## src/rtl/uart_tx_serializer.sv

```systemverilog
`timescale 1ns/1ps
// uart_tx_serializer
//   Serial UART transmitter fed by the UART send controller. A holding
//   register takes one byte per load strobe. The FSM moves the byte into a
//   shift register and sends it as one frame: a start bit, 8 data bits LSB
//   first, an optional parity bit, then 1 or 2 stop bits. The controller can
//   load the next byte while the current frame is still on the line.
//
// Ports
//   clock       in   system clock, rising edge
//   reset       in   synchronous active-high reset
//   ld_tx_data  in   load strobe for tx_data
//   tx_data     in   [7:0] byte to send
//   tx_enable   in   permits a new frame to start (never aborts a frame)
//   tx_out      out  serial line, idle high, registered
//   tx_empty    out  holding register free
//   tx_busy     out  a frame is on the line
//   tx_done     out  one-cycle pulse on the last cycle of the final stop bit
//   tx_overrun  out  sticky; a load arrived while the holding register was full
//   dbg_state   out  [2:0] current FSM state, for debug and checkers
//
// Handshake: the ld_tx_data/tx_empty pair is a valid/ready pair. A byte is
// accepted on any rising edge where ld_tx_data=1 and tx_empty=1. A strobe
// while tx_empty=0 is dropped and raises tx_overrun. tx_empty is sampled
// before any transfer on the same edge, so a load on the transfer edge is an
// overrun.

module uart_tx_serializer #(
   parameter int CLKS_PER_BIT = 16,
   parameter int PARITY_EN    = 0,
   parameter int PARITY_ODD   = 0,
   parameter int STOP_BITS    = 1
) (
   input  logic       clock,
   input  logic       reset,
   input  logic       ld_tx_data,
   input  logic [7:0] tx_data,
   input  logic       tx_enable,
   output logic       tx_out,
   output logic       tx_empty,
   output logic       tx_busy,
   output logic       tx_done,
   output logic       tx_overrun,
   output logic [2:0] dbg_state
);

   localparam int STOP_LEN = STOP_BITS * CLKS_PER_BIT;
   localparam int CNT_W    = $clog2(STOP_LEN);

   typedef enum logic [2:0] {
      IDLE   = 3'd0,
      START  = 3'd1,
      DATA   = 3'd2,
      PARITY = 3'd3,
      STOP   = 3'd4
   } state_t;

   state_t           state;
   logic [CNT_W-1:0] baud_cnt;
   logic [2:0]       bit_idx;
   logic [7:0]       holding;
   logic [7:0]       shift;

   logic bit_last;
   logic stop_last;
   logic take_next;
   logic parity_bit;

   assign bit_last   = (baud_cnt == CNT_W'(CLKS_PER_BIT - 1));
   assign stop_last  = (baud_cnt == CNT_W'(STOP_LEN - 1));
   assign take_next  = tx_enable && !tx_empty;
   assign parity_bit = (PARITY_ODD != 0) ? ~(^shift) : (^shift);
   assign dbg_state  = state;

   // tx_out, tx_busy and tx_done are registered from the current state, so
   // the line lags the state by one cycle. That lag gives the two-edge
   // load-to-start-bit latency, and it puts tx_done on the last line cycle
   // of the final stop bit.
   always_ff @(posedge clock) begin
      if (reset) begin
         state      <= IDLE;
         baud_cnt   <= '0;
         bit_idx    <= '0;
         holding    <= '0;
         shift      <= '0;
         tx_out     <= 1'b1;
         tx_empty   <= 1'b1;
         tx_busy    <= 1'b0;
         tx_done    <= 1'b0;
         tx_overrun <= 1'b0;
      end else begin
         // A load and a transfer can never both write tx_empty on one edge.
         // A load needs tx_empty=1 and a transfer needs tx_empty=0.
         if (ld_tx_data) begin
            if (tx_empty) begin
               holding  <= tx_data;
               tx_empty <= 1'b0;
            end else begin
               tx_overrun <= 1'b1;
            end
         end

         tx_busy <= (state != IDLE);
         tx_done <= (state == STOP) && stop_last;

         case (state)
            IDLE: begin
               tx_out <= 1'b1;
               if (take_next) begin
                  shift    <= holding;
                  tx_empty <= 1'b1;
                  baud_cnt <= '0;
                  state    <= START;
               end
            end
            START: begin
               tx_out <= 1'b0;
               if (bit_last) begin
                  baud_cnt <= '0;
                  state    <= DATA;
               end else begin
                  baud_cnt <= baud_cnt + 1'b1;
               end
            end
            DATA: begin
               tx_out <= shift[bit_idx];
               if (bit_last) begin
                  baud_cnt <= '0;
                  // bit_idx wraps 7 -> 0, so it is ready for the next frame.
                  bit_idx  <= bit_idx + 3'd1;
                  if (bit_idx == 3'd7) begin
                     state <= (PARITY_EN != 0) ? PARITY : STOP;
                  end
               end else begin
                  baud_cnt <= baud_cnt + 1'b1;
               end
            end
            PARITY: begin
               tx_out <= parity_bit;
               if (bit_last) begin
                  baud_cnt <= '0;
                  state    <= STOP;
               end else begin
                  baud_cnt <= baud_cnt + 1'b1;
               end
            end
            STOP: begin
               tx_out <= 1'b1;
               if (stop_last) begin
                  baud_cnt <= '0;
                  // When a byte is waiting, the next start bit follows
                  // directly, with no idle cycle.
                  if (take_next) begin
                     shift    <= holding;
                     tx_empty <= 1'b1;
                     state    <= START;
                  end else begin
                     state <= IDLE;
                  end
               end else begin
                  baud_cnt <= baud_cnt + 1'b1;
               end
            end
            default: begin
               tx_out   <= 1'b1;
               baud_cnt <= '0;
               state    <= IDLE;
            end
         endcase
      end
   end

endmodule

```

## config.mk

```make
export PLATFORM = sky130hd
export DESIGN_NAME = uart_tx_serializer
export DESIGN_NICKNAME = d
export VERILOG_FILES = /design/src/rtl/uart_tx_serializer.sv
export SDC_FILE = /design/constraint.sdc
export NUM_CORES = 1
export LEC_CHECK = 0
export ABC_AREA = 1
export ABC_CLOCK_PERIOD_IN_PS = 1250
export BUFFER_PORTS_ARGS = -buffer_cell sky130_fd_sc_hd__buf_2
export CAP_MARGIN = 0
export CORE_ASPECT_RATIO = 0.9
export CORE_MARGIN = 8
export CORE_UTILIZATION = 50
export DETAILED_ROUTE_END_ITERATION = 16
export GPL_ROUTABILITY_DRIVEN = 0
export HOLD_SLACK_MARGIN = 0.05
export PLACE_DENSITY = 0.73
export RECOVER_POWER = 25
export SLEW_MARGIN = 20
export SYNTH_ARGS = -nofsm -noshare
export SYNTH_HDL_FRONTEND = slang
export SYNTH_SLANG_ARGS = --single-unit
export TNS_END_PERCENT = 50
```

## constraint.sdc

```tcl
create_clock -name clock -period 1.25 [get_ports clock]
set_input_delay 0.3125 -clock clock [delete_from_list [all_inputs] [get_ports clock]]
set_output_delay 0.3125 -clock clock [all_outputs]
set_load 0.01 [all_outputs]
```

==> impl_metrics.env <==
export IMPL_synth_fa_ha_area_share_pct=2.43
export IMPL_slew_violations=0
export IMPL_regToRegStartpoint="baud_cnt[1]$_SDFFE_PP0P_"
export IMPL_worst_pin_slew_ns=0.347
export IMPL_cts_made_buffers=5
export IMPL_tritoncts="done"
export IMPL_diodes=0
export IMPL_min_period_over_period_pct=97.6
export IMPL_antenna_found_initial=0
export IMPL_fillers=300
export IMPL_ys_warn_count=0
export IMPL_cp_depth=9
export IMPL_cp_startpoint="baud_cnt[1]$_SDFFE_PP0P_"
export IMPL_slowest_stage="dfxtp_2"
export IMPL_clock_path_buffers=2
export IMPL_synth_area_mux_share_pct=0
export IMPL_min_path_type="in2reg"
export IMPL_synth_simple_area_share_pct=33.2
export IMPL_areaGrowthSynthToFinish_pct=22.4
export IMPL_post_drt_wl_per_cell_um=10.8
export IMPL_synth_area_leader_cell="dfxtp_1"
export IMPL_die_x_um=74.6
export IMPL_status="completed"
export IMPL_required_ns=1.51
export IMPL_die_h_um=68.7
export IMPL_start_util_pct=51.6
export IMPL_crit_family="simple AND/OR/NAND/NOR gates"
export IMPL_p_per_area_nw_per_um2=1650
export IMPL_r2r_cells=9
export IMPL_via_per_inst=4.81
export IMPL_worstPathMaxFanout=4
export IMPL_synth_top_family_by_area="simple AND/OR/NAND/NOR gates"
export IMPL_dp_hpwl_um=2280
export IMPL_cp_start_kind="flip-flop"
export IMPL_design_area_um2=1890
export IMPL_clk_latency_ns=0.33
export IMPL_drt_pass1_iter_count=4
export IMPL_ys_ff_latch=31
export IMPL_cp_slowest_stage_delay_ns=0.36
export IMPL_root_buffer="clkbuf_4"
export IMPL_fmax_mhz=820
export IMPL_vias=1413
export IMPL_rsz0062_at_grt="yes"
export IMPL_power_leakage_nw=0.875
export IMPL_drtIter0Drc=60
export IMPL_synth_cells=218
export IMPL_finalSetupViolCount=0
export IMPL_relSlewSlack_pct=76.9
export IMPL_crit_end="dbg_state[2]$_SDFFE_PP0P_"
export IMPL_timing_hold_ws_ns=0.213
export IMPL_netlist_area_um2=1550
export IMPL_grt_pass1_vias=1277
export IMPL_cp_cell_sequence="ha_4, nand2_4, nor2_4, inv_2, nand2_4, nand3_4, nand2_1, nand2_1, nor2_1"
export IMPL_drcViolationCount=0
export IMPL_power_mw=3.12
export IMPL_cap_violations=0
export IMPL_seq_area_frac_synth_pct=40.2
export IMPL_max_vdd_ir_drop_uv=1320
export IMPL_grt_first_pass_wirelength_um=5200
export IMPL_reg2reg_to="dbg_state[2]$_SDFFE_PP0P_"
export IMPL_path_clk_slew_ns=0.10
export IMPL_yosys_area_top_type_share_pct=40.2
export IMPL_grt_overflow_total=0
export IMPL_ant_nets=0
export IMPL_skew_ns=0.00964
export IMPL_avgSynthCellArea_um2=7.09
export IMPL_period_needed_ns=1.22
export IMPL_fp_dieArea_um2=5130
export IMPL_dp_cells=281
export IMPL_critPathCaptureType="flip-flop"
export IMPL_postPlaceCellArea_um2=1730
export IMPL_r2r_setup_slack_ns=0.03
export IMPL_pin_count=20
export IMPL_synth_xor_area_share_pct=0.567
export IMPL_grt_max_degree=24
export IMPL_core_um2=3000
export IMPL_num_rows=19
export IMPL_cp_buffers_inverters=1
export IMPL_cp_arrival_ns=1.48
export IMPL_portBuffers=19
export IMPL_routed_wl_um=3170
export IMPL_nNetsFinal=266
export IMPL_finalHoldViolations=0
export IMPL_synth_area_leaders="dfxtp_1 (40%), nand2_1 (13%), nor2_1 (7.0%), o21ai_0 (6.2%), a21oi_1 (5.2%)"
export IMPL_synth_cell_types=26
export IMPL_syn_nets=233
export IMPL_cts_max_level=2
export IMPL_cts_num_sinks=31
export IMPL_final_cells=294
export IMPL_fin_util_pct=63.2
export IMPL_path_class="reg2reg"
export IMPL_drive_above_1_share_pct=27.8
export IMPL_grt_total_usage_pct=13.1
export IMPL_synth_compound_gate_area_share_pct=15.2
## worst register-to-register path, stage by stage (launching register included)
cell and delay [ns]:
dfxtp_2 0.36, ha_4 0.15, nand2_4 0.06, nor2_4 0.14, inv_2 0.07, nand2_4 0.08, nand3_4 0.08, nand2_1 0.06
nand2_1 0.04, nor2_1 0.11
## power breakdown
part	total, mW	internal (mW)	switching, mW
Combinational	1.07	0.437	0.633
Sequential	1.24	1.13	0.107
Clock	0.814	0.472	0.341
## sequential cells by signal, indices dropped and copies added (netlist names)
| signal | count |
|---|---|
| tx_done | 1 |
| tx_overrun | 1 |
| shift | 8 |
| baud_cnt | 4 |
| dbg_state | 3 |
| bit_idx | 3 |
| tx_empty | 1 |
| tx_busy | 1 |
| tx_out | 1 |
| holding | 8 |
## per-layer routing
layer | part of all wire (%) | global-route usage [%] | wire, um | up-vias
li1 | - | - | - | 764
met1 | 49 | 15.3 | 1560 | 613
met4 | 1.8 | 6.59 | 57 | 0
met2 | 45 | 21.7 | 1430 | 31
met5 | 0 | 0 | 0 | -
met3 | 3.7 | 3.76 | 118 | 5
## repair_timing
action,4_1_cts,5_1_grt
pin swaps,1,5
buffers inserted,1,4
setup endpoints to repair,15,15
hold buffers,0,0
gates resized for setup,14,6
## how the worst min path moves through the flow
stage	start	cells past startpoint	end
after global placement	tx_overrun$_SDFFE_PP0P_	2	tx_overrun$_SDFFE_PP0P_
after global routing	ld_tx_data	2	tx_empty$_SDFF_PP1_
after CTS	ld_tx_data	2	tx_empty$_SDFF_PP1_
after floorplan	ld_tx_data	1	tx_empty$_SDFF_PP1_
final	ld_tx_data	2	tx_empty$_SDFF_PP1_
after detailed placement	tx_overrun$_SDFFE_PP0P_	2	tx_overrun$_SDFFE_PP0P_
## cell usage in the layout, fill, tap and decap left out
| master | synthesis | layout |
|---|---|---|
| ha_1 | 3 | 2 |
| o21ai_1 | 1 | 9 |
| clkbuf_4 | 0 | 5 |
| clkbuf_8 | 0 | 1 |
| buf_4 | 0 | 10 |
| nor3_2 | 1 | 1 |
| bufinv_16 | 0 | 1 |
| nand3_2 | 2 | 1 |
| a21oi_2 | 1 | 1 |
| dfxtp_1 | 31 | 26 |
| nand3_1 | 10 | 10 |
| nor2_4 | 2 | 2 |
| buf_12 | 0 | 1 |
| nor2_1 | 29 | 29 |
| dfxtp_2 | 0 | 5 |
| o21ai_4 | 1 | 1 |
| clkinv_2 | 0 | 1 |
| inv_2 | 6 | 6 |
| ha_4 | 0 | 1 |
| clkbuf_1 | 1 | 1 |
| buf_6 | 1 | 2 |
| inv_4 | 1 | 1 |
| nor2_2 | 2 | 2 |
| nand2_2 | 6 | 5 |
| nand4_1 | 1 | 1 |
| o21ai_0 | 19 | 11 |
| inv_1 | 19 | 19 |
| nand3_4 | 0 | 1 |
| xnor2_1 | 1 | 1 |
| nor3_1 | 1 | 1 |
| buf_2 | 3 | 17 |
| a21oi_1 | 16 | 16 |
| nand2_4 | 4 | 5 |
| o211ai_1 | 4 | 4 |
| nand2_1 | 52 | 52 |
## kinds of logic (layout without fill, tap and decap cells)
| kind of cell | count (synthesis) | in the layout |
|---|---|---|
| xor+xnor | 1 | 1 |
| simple gates | 110 | 110 |
| compound gates | 42 | 42 |
| flops | 31 | 31 |
| fa+ha+maj | 3 | 3 |
| buf+inv | 31 | 65 |
## synthesized netlist by cell type, drive strengths merged
library cell,instances
ha,3
o21ai,21
nand3,12
buf,4
nand2,62
o211ai,4
a21oi,17
clkbuf,1
xnor2,1
nor2,33
nor3,2
dfxtp,31
inv,26
nand4,1
## layout make-up
| cell class | count | area [um2] | share of cell area [%] |
|---|---|---|---|
| Clock buffer | 6 | 51.3 | 2.71 |
| Sequential cell | 31 | 627 | 33.1 |
| Multi-Input combinational cell | 156 | 820 | 43.3 |
| Clock inverter | 2 | 35.0 | 1.85 |
| Timing Repair Buffer | 31 | 206 | 10.9 |
| Inverter | 26 | 100 | 5.29 |
| Tap cell | 42 | 52.6 | 2.78 |
## stage by stage
step                      setup slack [ns]  setup TNS (ns)
after floorplan                     0.0650               0
after global placement            -0.00146        -0.00146
after detailed placement           -0.0453          -0.287
after CTS                          0.00235               0
after global routing               -0.0511          -0.245
final                               0.0306               0
Power figures use the tool's default switching activity.
